--- src/rtl/pipe_hazard_track_pkg.sv ---
// Shared types and constants for the E/M/W pipeline hazard tracker.
// Forwarding-select encoding, the zero-register index and a reference stage layout.
package pipe_hazard_pkg;

    typedef enum logic [1:0] {
        FWD_RF   = 2'b00,
        FWD_RESW = 2'b01,
        FWD_ALUM = 2'b10
    } fwd_sel_t;

    localparam int unsigned REG_ZERO   = 0;
    localparam int unsigned DEF_REG_W  = 5;
    localparam int unsigned DEF_CTRL_W = 8;

    typedef struct packed {
        logic                  valid;
        logic                  regwrite;
        logic                  memtoreg;
        logic [DEF_REG_W-1:0]  wreg;
        logic [DEF_CTRL_W-1:0] ctrl;
    } stage_t;

endpackage

--- src/rtl/pipe_hazard_track_stage_reg.sv ---
// One pipeline stage register: valid bit plus a flat payload, with hold and bubble load.
// Any load with valid = 0 stores an all-zero payload so idle stages carry no stale fields.
module pipe_stage_reg
    import pipe_hazard_pkg::*;
#(
    parameter int W = 8
) (
    input  logic         clk_i,
    input  logic         reset_i,
    input  logic         hold_i,
    input  logic         bubble_i,
    input  logic         valid_i,
    input  logic [W-1:0] data_i,
    output logic         valid_o,
    output logic [W-1:0] data_o
);

    logic         valid_q;
    logic         valid_d;
    logic [W-1:0] data_q;
    logic [W-1:0] data_d;

    // Next-state selection: hold, bubble/empty load, or normal load
    always_comb begin
        valid_d = valid_q;
        data_d  = data_q;
        if (hold_i) begin
            valid_d = valid_q;
            data_d  = data_q;
        end else if (bubble_i || !valid_i) begin
            valid_d = 1'b0;
            data_d  = '0;
        end else begin
            valid_d = 1'b1;
            data_d  = data_i;
        end
    end

    // State flops with synchronous reset
    always_ff @(posedge clk_i) begin
        if (reset_i) begin
            valid_q <= 1'b0;
            data_q  <= '0;
        end else begin
            valid_q <= valid_d;
            data_q  <= data_d;
        end
    end

    assign valid_o = valid_q;
    assign data_o  = data_q;

endmodule

--- src/rtl/pipe_hazard_track.sv ---
// E/M/W control and destination tracking with stall, flush and forwarding generation.
// Hazard outputs are combinational from the stage registers and the D-stage inputs.
module pipe_hazard_track
    import pipe_hazard_pkg::*;
#(
    parameter int REG_W  = 5,
    parameter int CTRL_W = 8,
    parameter int NSRC   = 2
) (
    input  logic                    clk,
    input  logic                    reset,
    input  logic                    in_valid,
    input  logic [CTRL_W-1:0]       in_ctrl,
    input  logic                    in_regwrite,
    input  logic                    in_memtoreg,
    input  logic [REG_W-1:0]        in_wreg,
    input  logic [NSRC*REG_W-1:0]   in_src,
    input  logic                    branch_d,
    input  logic                    mem_stall,
    output logic                    stall_f,
    output logic                    stall_d,
    output logic                    flush_e,
    output logic [NSRC*2-1:0]       fwd_e,
    output logic [NSRC-1:0]         fwd_d,
    output logic [CTRL_W-1:0]       ctrl_e,
    output logic [CTRL_W-1:0]       ctrl_m,
    output logic [CTRL_W-1:0]       ctrl_w,
    output logic                    regwrite_w,
    output logic                    memtoreg_w,
    output logic [REG_W-1:0]        wreg_w,
    output logic [2:0]              valid_emw
);

    localparam int MW = CTRL_W + 2 + REG_W;
    localparam int EW = MW + NSRC * REG_W;

    logic                  valid_e_s, valid_m_s, valid_w_s;
    logic [EW-1:0]         data_e_s;
    logic [MW-1:0]         data_m_s, data_w_s;
    logic [CTRL_W-1:0]     ctrl_e_s, ctrl_m_s, ctrl_w_s;
    logic                  rw_e_s, rw_m_s, rw_w_s;
    logic                  mtr_e_s, mtr_m_s, mtr_w_s;
    logic [REG_W-1:0]      wreg_e_s, wreg_m_s, wreg_w_s;
    logic [NSRC*REG_W-1:0] src_e_s;
    logic                  lu_s, br_s, hz_s;
    logic [NSRC*2-1:0]     fwd_e_s;
    logic [NSRC-1:0]       fwd_d_s;

    function automatic logic match(input logic v, input logic rw,
                                   input logic [REG_W-1:0] wr, input logic [REG_W-1:0] r);
        return v & rw & (wr == r) & (r != REG_W'(REG_ZERO));
    endfunction

    // Payload layout, MSB first: ctrl, regwrite, memtoreg, wreg, then sources (E only)
    assign ctrl_e_s = data_e_s[EW-1 -: CTRL_W];
    assign rw_e_s   = data_e_s[EW-1-CTRL_W];
    assign mtr_e_s  = data_e_s[EW-2-CTRL_W];
    assign wreg_e_s = data_e_s[NSRC*REG_W +: REG_W];
    assign src_e_s  = data_e_s[NSRC*REG_W-1:0];

    assign ctrl_m_s = data_m_s[MW-1 -: CTRL_W];
    assign rw_m_s   = data_m_s[REG_W+1];
    assign mtr_m_s  = data_m_s[REG_W];
    assign wreg_m_s = data_m_s[REG_W-1:0];

    assign ctrl_w_s = data_w_s[MW-1 -: CTRL_W];
    assign rw_w_s   = data_w_s[REG_W+1];
    assign mtr_w_s  = data_w_s[REG_W];
    assign wreg_w_s = data_w_s[REG_W-1:0];

    pipe_stage_reg #(.W(EW)) u_stage_e (
        .clk_i    (clk),
        .reset_i  (reset),
        .hold_i   (mem_stall),
        .bubble_i (hz_s),
        .valid_i  (in_valid),
        .data_i   ({in_ctrl, in_regwrite, in_memtoreg, in_wreg, in_src}),
        .valid_o  (valid_e_s),
        .data_o   (data_e_s)
    );

    pipe_stage_reg #(.W(MW)) u_stage_m (
        .clk_i    (clk),
        .reset_i  (reset),
        .hold_i   (mem_stall),
        .bubble_i (1'b0),
        .valid_i  (valid_e_s),
        .data_i   (data_e_s[EW-1 -: MW]),
        .valid_o  (valid_m_s),
        .data_o   (data_m_s)
    );

    pipe_stage_reg #(.W(MW)) u_stage_w (
        .clk_i    (clk),
        .reset_i  (reset),
        .hold_i   (mem_stall),
        .bubble_i (1'b0),
        .valid_i  (valid_m_s),
        .data_i   (data_m_s),
        .valid_o  (valid_w_s),
        .data_o   (data_w_s)
    );

    // Per-source hazard detection and forwarding selection
    always_comb begin
        lu_s    = 1'b0;
        br_s    = 1'b0;
        fwd_e_s = '0;
        fwd_d_s = '0;
        for (int k = 0; k < NSRC; k++) begin
            if (match(valid_e_s, rw_e_s, wreg_e_s, in_src[k*REG_W +: REG_W]) && mtr_e_s && in_valid) begin
                lu_s = 1'b1;
            end else begin
                lu_s = lu_s;
            end
            if (branch_d && in_valid &&
                (match(valid_e_s, rw_e_s, wreg_e_s, in_src[k*REG_W +: REG_W]) ||
                 (match(valid_m_s, rw_m_s, wreg_m_s, in_src[k*REG_W +: REG_W]) && mtr_m_s))) begin
                br_s = 1'b1;
            end else begin
                br_s = br_s;
            end
            if (match(valid_m_s, rw_m_s, wreg_m_s, src_e_s[k*REG_W +: REG_W]) && !mtr_m_s) begin
                fwd_e_s[k*2 +: 2] = FWD_ALUM;
            end else if (match(valid_w_s, rw_w_s, wreg_w_s, src_e_s[k*REG_W +: REG_W])) begin
                fwd_e_s[k*2 +: 2] = FWD_RESW;
            end else begin
                fwd_e_s[k*2 +: 2] = FWD_RF;
            end
            if (match(valid_m_s, rw_m_s, wreg_m_s, in_src[k*REG_W +: REG_W]) && !mtr_m_s) begin
                fwd_d_s[k] = 1'b1;
            end else begin
                fwd_d_s[k] = 1'b0;
            end
        end
        hz_s = lu_s | br_s;
    end

    assign stall_f    = hz_s | mem_stall;
    assign stall_d    = hz_s | mem_stall;
    assign flush_e    = hz_s & ~mem_stall;
    assign fwd_e      = fwd_e_s;
    assign fwd_d      = fwd_d_s;
    assign ctrl_e     = valid_e_s ? ctrl_e_s : '0;
    assign ctrl_m     = valid_m_s ? ctrl_m_s : '0;
    assign ctrl_w     = valid_w_s ? ctrl_w_s : '0;
    assign regwrite_w = valid_w_s & rw_w_s;
    assign memtoreg_w = valid_w_s & mtr_w_s;
    assign wreg_w     = valid_w_s ? wreg_w_s : '0;
    assign valid_emw  = {valid_e_s, valid_m_s, valid_w_s};

endmodule

--- config.mk ---
export PLATFORM = sky130hd
export DESIGN_NAME = pipe_hazard_track
export DESIGN_NICKNAME = d
export VERILOG_FILES = /design/src/rtl/pipe_hazard_track_pkg.sv /design/src/rtl/pipe_hazard_track_stage_reg.sv /design/src/rtl/pipe_hazard_track.sv
export SDC_FILE = /design/constraint.sdc
export NUM_CORES = 1
export LEC_CHECK = 0
export BUFFER_PORTS_ARGS = -buffer_cell sky130_fd_sc_hd__clkbuf_2
export CAP_MARGIN = 20
export CORE_MARGIN = 4
export CORE_UTILIZATION = 45
export CTS_CLUSTER_DIAMETER = 60
export DETAILED_ROUTE_END_ITERATION = 16
export PLACE_DENSITY = 0.71
export SYNTH_ARGS = -nofsm -noshare
export SYNTH_HDL_FRONTEND = slang
export SYNTH_SLANG_ARGS = --single-unit
--- constraint.sdc ---
create_clock -name clk -period 2.14 [get_ports clk]
set_clock_uncertainty 0.15 [all_clocks]
set_input_delay 0.321 -clock clk [delete_from_list [all_inputs] [get_ports clk]]
set_output_delay 0.321 -clock clk [all_outputs]
set_load 0.005 [all_outputs]
==> impl_metrics.toml, run 1 <==
[place]
place_inst = 437
hpwl_um = 5120
gp_congestion = 0.871
port_buffers = 72

[synth]
async_flop_share_pct = 0
yosys_warnings = 0
syn_avg_cell_area_um2 = 9.20
ys_ff_latch = 58
synth_ff_type = "dfxtp_1"
synth_cell_types = 26
syn_area_um2 = 2780
synth_edf_count = 0
netlist_instances = 302
yosysSeqAreaShare_pct = 41.8
syn_nets = 332

[timing]
finalMaxSlewViolations = 0
hold_violations = 0
fin_crit_ps = 2220
rsz0062_at_grt = "true"
worst_slew_pin_slew_ps = 481
finalSetupViolCount = 3
min_period_over_period_pct = 104
setup_tns_ps = -107
slew_headroom_pct = 67.9
worst_slack_ps = -78.9
max_freq_ghz = 0.451

[outcome]
run_status = "complete, but fails checks"
violations = "negative setup slack"

[critical_path]
end_kind = "output port"
r2r_end = "u_stage_e.data_o[3]$_SDFFE_PP0N_"
worstReg2RegStart = "u_stage_e.data_o[12]$_SDFFE_PP0N_"
arrival_ps = 1750
critPathLaunchType = "register"
crit_required_ps = 1670
worstSetupPathType = "reg2out"
crit_path_max_fanout = 2
rrSetupSlack_ps = 80
worstRegToRegCells = 9
critPathLaunch = "u_stage_e.data_o[1]$_SDFFE_PP0N_"

[global_route]
grt_first_pass_wirelength_um = 11600
grt_max_degree = 31
groute.usage.overall_pct = 19.4
grt_overflow = 0
grt_pass1_vias = 2363
antenna_found_initial = 0

[worst_hold_path]
min_path_cells = 2
worstHoldPathType = "in2reg"
hp-start = "in_ctrl[5]"
whs_endpoint = "u_stage_e.data_o[22]$_SDFFE_PP0N_"

[pwr]
max-vdd-ir-drop_mv = 0.407
p_per_area_nw_per_um2 = 651
p_leak_nw = 1.57

[detailed_routing]
viasPerCell = 5.16
wl_per_cell_um = 15.1
vias = 2382
drt_pass1_iterations = 4
ant_nets = 0
drt_iter0_markers = 137
routed_wl_um = 6960
drcViolationCount = 0

[floorplanning]
die_w_um = 86.6
die_area_um2 = 7500
initial_core_util_pct = 46.7
io_pins = 73
coreArea_um2 = 5960
die_h_um = 86.6
row_count = 28

[clock_network]
cts.root.buffer_cell = "clkbuf_8"
numCtsBuffers = 9
cts_max_path_buffers = 2
holdBufCountCts = 0
htree_levels = 3
clkTransAtPathRegs_ps = 60
cts_tree = "built"
clock-sinks = 58
clock_latency_ps = 310

[finish]
drive_above_1_share_pct = 35.4
num-nets-final = 413
final_util_pct = 59.3
syn_to_final_growth_pct = 27.1
fin_cells = 462
antenna_cells = 0

[run]
max_cap_violations = 0
[synthesized netlist by cell type, types with 2 or more instances]
cell type	number	area share (%)
dfxtp_1	58	42
nor2_1	46	6.2
and2_1	31	7.0
xnor2_1	28	8.8
a22o_1	25	7.9
mux2i_1	16	5.8
clkbuf_1	12	1.6
xor2_1	12	3.8
nand2_1	11	1.5
a21oi_1	10	1.8
a22oi_1	8	2.2
nand4_1	8	1.8
nor3_1	6	1.1
buf_4	5	1.4
buf_6	5	2.0
nor4_1	4	0.90
buf_1	3	0.41
nor2b_1	3	0.68
nand2_2	2	0.45
nand2b_1	2	0.45
or4_1	2	0.54
[logic make-up (layout without fill, tap and decap cells)]
| group | count (synthesis) | in the layout | synth area share [%] |
|---|---|---|---|
| and+or+nand+nor | 116 | 116 | 20.8 |
| DFF | 58 | 58 | 41.8 |
| AOI/OAI and AO/OA | 46 | 46 | 13.4 |
| xor gates and xnor gates | 40 | 40 | 12.6 |
| buffers and inverters | 26 | 111 | 5.58 |
| muxes | 16 | 16 | 5.76 |
[worst max-delay path, cell delays in order (launching register included)]
cell,delay [ps]
dfxtp_4,340
or4_4,540
nor2_4,110
buf_4,110
buf_4,90
buf_4,90
nor4_1,30
buf_2,120
[worst max-delay path by stage]
stage / endpoint / slack [ps] / depth (start not counted)
floorplan: stall_f / 310 / 8
detailed placement: u_stage_e.data_o[13]$_SDFFE_PP0N_ / 130 / 8
finish: fwd_e[0] / -80 / 7
CTS: fwd_e[0] / -140 / 5
global placement: fwd_e[2] / 150 / 5
global route: fwd_e[0] / -190 / 5
[through the flow]
step | hold slack (ps) | setup slack [ps] | cell area [µm²] | total power [mW]
2_1_floorplan | 285 | 310 | 2780 | 1.27
3_3_place_gp | 298 | 147 | 3180 | 1.34
3_5_place_dp | 301 | 134 | 3180 | 1.34
4_1_cts | 53.7 | -143 | 3480 | 2.32
5_1_grt | 47.0 | -189 | 3530 | 2.41
6_report | 68.9 | -78.9 | 3530 | 2.30
[state kept, by name, indices dropped and copies added, names as in the netlist]
| name | flops |
|---|---|
| u_stage_e.data_o | 25 |
| u_stage_m.data_o | 15 |
| u_stage_w.data_o | 15 |
| u_stage_e.valid_o | 1 |
| u_stage_m.valid_o | 1 |
| u_stage_w.valid_o | 1 |
[cells in the final DEF, fill, tap and decap left out, types with 4 or more instances in the layout]
master	count
dfxtp_1	46
a22oi_1	8
nand4_1	8
nor3_1	4
xor2_1	12
mux2i_1	16
dfxtp_2	9
a21oi_1	8
and2_1	31
buf_4	23
nand2_1	11
a22o_1	25
clkbuf_8	10
buf_2	5
nor2_1	43
xnor2_1	28
clkbuf_2	67
[layer usage]
layer | share of wire (%) | GRT usage, % | vias to the layer above
met1 | 46 | 25.4 | 1130
met3 | 4.8 | 5.42 | 10
met5 | 0 | 0 | -
met2 | 48 | 30.3 | 51
met4 | 1.5 | 7.79 | 0
li1 | - | - | 1191
[power breakdown]
part	switching [mW]	internal, mW
registers	0.0237	1.10
logic	0.112	0.108
clock network	0.392	0.560
total	0.528	1.77
[cell type report]
| cell class | instances | area, µm² |
|---|---|---|
| fill | 531 | 2420 |
| multi-input combinational | 218 | 1520 |
| sequential | 58 | 1180 |
| timing repair buffer | 96 | 544 |
| clock buffer | 12 | 145 |
| tap | 75 | 93.8 |
| clock inverter | 3 | 40.0 |
[repair_timing]
item	CTS	global route
hold endpoints to repair	0	0
pin swaps	8	9
gates resized for setup	18	17
endpoints found under the setup margin	5	7
setup buffers	9	1
Note: power is estimated with default switching activity, not from simulation.
==> run 2: changes to the inputs <==
--- a/config.mk
+++ b/config.mk
@@ -12,6 +12,7 @@
 export CTS_CLUSTER_DIAMETER = 60
 export DETAILED_ROUTE_END_ITERATION = 16
 export PLACE_DENSITY = 0.71
+export SETUP_SLACK_MARGIN = 0.15
 export SYNTH_ARGS = -nofsm -noshare
 export SYNTH_HDL_FRONTEND = slang
 export SYNTH_SLANG_ARGS = --single-unit
==> impl_metrics.toml, run 2 (same netlist as run 1, synthesis figures left out) <==
[clock_network]
clkTransAtPathRegs_ps = 70
cts.root.buffer_cell = "clkbuf_8"
clock-sinks = 58
cts_max_path_buffers = 2
clock_latency_ps = 320
numCtsBuffers = 9
cts_tree = "built"
htree_levels = 3

[floorplanning]
die_area_um2 = 7500
io_pins = 73
die_h_um = 86.6
die_w_um = 86.6
initial_core_util_pct = 46.7
coreArea_um2 = 5960
row_count = 28

[timing]
min_period_over_period_pct = 104
hold_violations = 0
finalMaxSlewViolations = 0
worst_slew_pin_slew_ps = 480
setup_tns_ps = -128
finalSetupViolCount = 5
fin_crit_ps = 2230
worst_slack_ps = -89.1
max_freq_ghz = 0.449
holdWs_ps = 75.5
slew_headroom_pct = 67.9
rsz0062_at_grt = "true"

[place]
hpwl_um = 5120
placed_area_um2 = 3180
gp_congestion = 0.871
port_buffers = 72

[pwr]
p_total_mw = 2.32
seq_power_share_pct = 48.5
switchingPower_mw = 0.544
p_per_area_nw_per_um2 = 642
combPwrFrac_pct = 9.8
internal_power_mw = 1.77
switching_share_pct = 23.5
p_leak_nw = 1.59
max-vdd-ir-drop_mv = 0.417
clockPowerShare_pct = 41.7

[global_route]
grt_first_pass_wirelength_um = 11600
groute.usage.overall_pct = 19.4
antenna_found_initial = 0
grt_max_degree = 31
grt_pass1_vias = 2361
grt_overflow = 0

[critical_path]
worstReg2RegStart = "u_stage_m.data_o[4]$_SDFFE_PP0N_"
worstRegToRegCells = 8
worstSetupPathType = "reg2out"
critPathLaunchType = "register"
rrSetupSlack_ps = 140
crit_required_ps = 1670
end_kind = "output port"
crit_path_max_fanout = 2
arrival_ps = 1760
r2r_end = "u_stage_e.data_o[3]$_SDFFE_PP0N_"

[detailed_routing]
wl_per_cell_um = 15.6
vias = 2421
routed_wl_um = 7230
drcViolationCount = 0
viasPerCell = 5.22
ant_nets = 0
drt_iter0_markers = 171
drt_pass1_iterations = 4

[outcome]
violations = "negative setup slack"
run_status = "complete, but fails checks"

[finish]
num-nets-final = 415
fin_area_um2 = 3610
largest_reg_flops = 25
final_cell_mix = "clkbuf_2, nor2_1, dfxtp_1"
syn_to_final_growth_pct = 29.9
final_util_pct = 60.6
drive_above_1_share_pct = 38.0
final_common_cell = "clkbuf_2"
antenna_cells = 0

[worst_hold_path]
worstHoldPathType = "in2reg"
whs_endpoint = "u_stage_e.data_o[23]$_SDFFE_PP0N_"
hp-start = "in_ctrl[6]"
min_path_cells = 2

[run]
max_cap_violations = 0
run 2: changes by cell type in the layout (fill, tap and decap cells not counted), sizes merged:
| cell | change |
|---|---|
| buf | +5 |
| clkbuf | -3 |
run 2: worst max-delay path by stage:
stage	startpoint	end	depth (start not counted)
after detailed placement	in_src[2]	u_stage_e.data_o[13]$_SDFFE_PP0N_	8
after global routing	u_stage_e.data_o[1]$_SDFFE_PP0N_	fwd_e[0]	5
after global placement	u_stage_e.data_o[6]$_SDFFE_PP0N_	fwd_e[2]	5
after CTS	u_stage_e.data_o[1]$_SDFFE_PP0N_	fwd_e[0]	5
final	u_stage_e.data_o[1]$_SDFFE_PP0N_	fwd_e[0]	7
after floorplan	u_stage_m.data_o[3]$_SDFFE_PP0N_	stall_f	8
run 2: layout make-up:
cell class / instances / area [µm²]
Clock buffer: 12 / 145
Tap cell: 75 / 93.8
Clock inverter: 3 / 40.0
Multi-Input combinational cell: 218 / 1560
Fill cell: 520 / 2350
Timing Repair Buffer: 98 / 578
Sequential cell: 58 / 1190
run 2: power groups by stage:
stage               Combinational (mW)  Sequential, mW  Clock [mW]
floorplan                        0.125            1.14           0
global placement                 0.188            1.15           0
detailed placement               0.190            1.15           0
CTS                              0.217            1.12       0.980
global route                     0.248            1.13        1.04
finish                           0.227            1.12       0.965
run 2: per-stage QoR:
step,worst slack [ps],std cells
finish,-89.1,464
global route,-188,464
CTS,-143,461
floorplan,310,302
global placement,147,437
detailed placement,134,437
run 2: metal layers:
layer	routed length, µm	track usage, %	vias to the layer above
li1	-	-	1199
met1	3200	25.4	1147
met2	3570	30.5	68
met3	398	5.32	7
met4	66	7.37	0
met5	0	0	-
run 2: worst max-delay path, stage by stage, from the launching register on:
cell and delay, ps:
dfxtp_4 350, or4_4 540, nor2_4 110, buf_4 110
buf_4 90, buf_4 90, nor4_1 30, buf_2 120
run 2: timing repair:
item	CTS	global route
resized for setup	21	34
cloned	0	1
hold buffers	0	0
endpoints found under the setup margin	9	35
buffers inserted	9	2
pin swaps	8	30
==> run 3: changes to the inputs <==
--- a/config.mk
+++ b/config.mk
@@ -12,6 +12,7 @@
 export CTS_CLUSTER_DIAMETER = 60
 export DETAILED_ROUTE_END_ITERATION = 16
 export PLACE_DENSITY = 0.71
+export RECOVER_POWER = 100
 export SETUP_SLACK_MARGIN = 0.15
 export SYNTH_ARGS = -nofsm -noshare
 export SYNTH_HDL_FRONTEND = slang
==> impl_metrics.toml, run 3 (same netlist as run 1, synthesis figures left out) <==
[outcome]
run_status = "complete, but fails checks"
violations = "negative setup slack"

[timing]
max_freq_ghz = 0.449
finalSetupViolCount = 5
min_period_over_period_pct = 104
fin_crit_ps = 2230
finalMaxSlewViolations = 0
hold_violations = 0
slew_headroom_pct = 62.8
rsz0062_at_grt = "true"
worst_slack_ps = -87.6
holdWs_ps = 72.2
worst_slew_pin_slew_ps = 558

[worst_hold_path]
worstHoldPathType = "in2reg"

[finish]
antenna_cells = 0
final_cell_mix = "clkbuf_2, nor2_1, dfxtp_1"
final_common_cell = "clkbuf_2"
final_util_pct = 60.0
largest_reg_flops = 25
syn_to_final_growth_pct = 28.6
drive_above_1_share_pct = 33.7
nFillCells = 535
num-nets-final = 415

[critical_path]
crit_path_max_fanout = 2
crit_required_ps = 1670
worstSetupPathType = "reg2out"
arrival_ps = 1760
critPathLaunchType = "register"
end_kind = "output port"

[clock_network]
htree_levels = 3
holdBufCountCts = 0
clkTransAtPathRegs_ps = 70
clock-sinks = 58
clock_latency_ps = 320
numCtsBuffers = 9
cts_tree = "built"
cts_max_path_buffers = 2
cts.root.buffer_cell = "clkbuf_8"

[place]
hpwl_um = 5120
gp_congestion = 0.871
port_buffers = 72
dp_slack_ps = 134

[detailed_routing]
vias = 2432
drcViolationCount = 0
wl_per_cell_um = 15.6
routed_wl_um = 7220
drt_iter0_markers = 187
viasPerCell = 5.24
ant_nets = 0
drt_pass1_iterations = 4

[floorplanning]
die_h_um = 86.6
coreArea_um2 = 5960
initial_core_util_pct = 46.7
row_count = 28
die_area_um2 = 7500
io_pins = 73
die_w_um = 86.6

[global_route]
grt_overflow = 0
groute.usage.overall_pct = 19.4
grt_pass1_vias = 2361
antenna_found_initial = 0
grt_first_pass_wirelength_um = 11600
grt_max_degree = 31

[run]
max_cap_violations = 0

[pwr]
max-vdd-ir-drop_mv = 0.418
p_per_area_nw_per_um2 = 646
p_leak_nw = 1.51
p_total_mw = 2.31
[run 3: cell count changes in the layout (fill, tap and decap cells not counted), sizes merged]
| cell | delta |
|---|---|
| buf | -4 |
| clkbuf | +4 |
[run 3: final cells by class]
| class | count | area, µm² | area share [%] |
|---|---|---|---|
| clock buffers | 12 | 145 | 4.06 |
| multi-input cells | 218 | 1550 | 43.4 |
| clock inverters | 3 | 40.0 | 1.12 |
| flip-flops and latches | 58 | 1190 | 33.3 |
| well taps | 75 | 93.8 | 2.63 |
| repair buffers | 98 | 553 | 15.5 |
[run 3: routing by layer]
metal | share of wire [%] | global-route usage (%) | up-vias
met2 | 49 | 30.5 | 70
met5 | 0 | 0 | -
met3 | 5.9 | 5.32 | 6
met4 | 0.98 | 7.37 | 0
li1 | - | - | 1202
met1 | 44 | 25.4 | 1154
[run 3: metrics by stage]
| step | cells | setup TNS (ps) | area [µm²] |
|---|---|---|---|
| 2_1_floorplan | 302 | 0 | 2780 |
| 3_3_place_gp | 437 | 0 | 3180 |
| 3_5_place_dp | 437 | 0 | 3180 |
| 4_1_cts | 461 | -304 | 3490 |
| 5_1_grt | 464 | -1580 | 3570 |
| 6_report | 464 | -189 | 3570 |
[run 3: worst max-delay path, stage by stage (launching register included)]
cell and delay (ps):
dfxtp_4 350, or4_4 540, nor2_4 110, buf_4 110, buf_4 90, buf_4 90
nor4_1 30, buf_2 120
[run 3: path summary, 6_finish.rpt]
kind                                      from                           endpoint  slack, ps  cells past startpoint
max reg2reg  u_stage_e.data_o[13]$_SDFFE_PP0N_   u_stage_e.data_o[3]$_SDFFE_PP0N_         90                      9
min                                 in_ctrl[5]  u_stage_e.data_o[22]$_SDFFE_PP0N_         70                      2
max           u_stage_e.data_o[1]$_SDFFE_PP0N_                           fwd_e[0]        -90                      7
min reg2reg  u_stage_e.data_o[22]$_SDFFE_PP0N_  u_stage_e.data_o[22]$_SDFFE_PP0N_        320                      1
[run 3: power by group]
part | internal [mW] | switching (mW) | total, mW
logic | 0.110 | 0.114 | 0.224
registers | 1.10 | 0.0241 | 1.12
clock network | 0.560 | 0.400 | 0.960
[run 3: timing repair]
item,CTS,global route
pin swaps,8,30
gates cloned,0,1
setup endpoints to repair,9,35
setup buffers,9,2
resized for setup,21,34
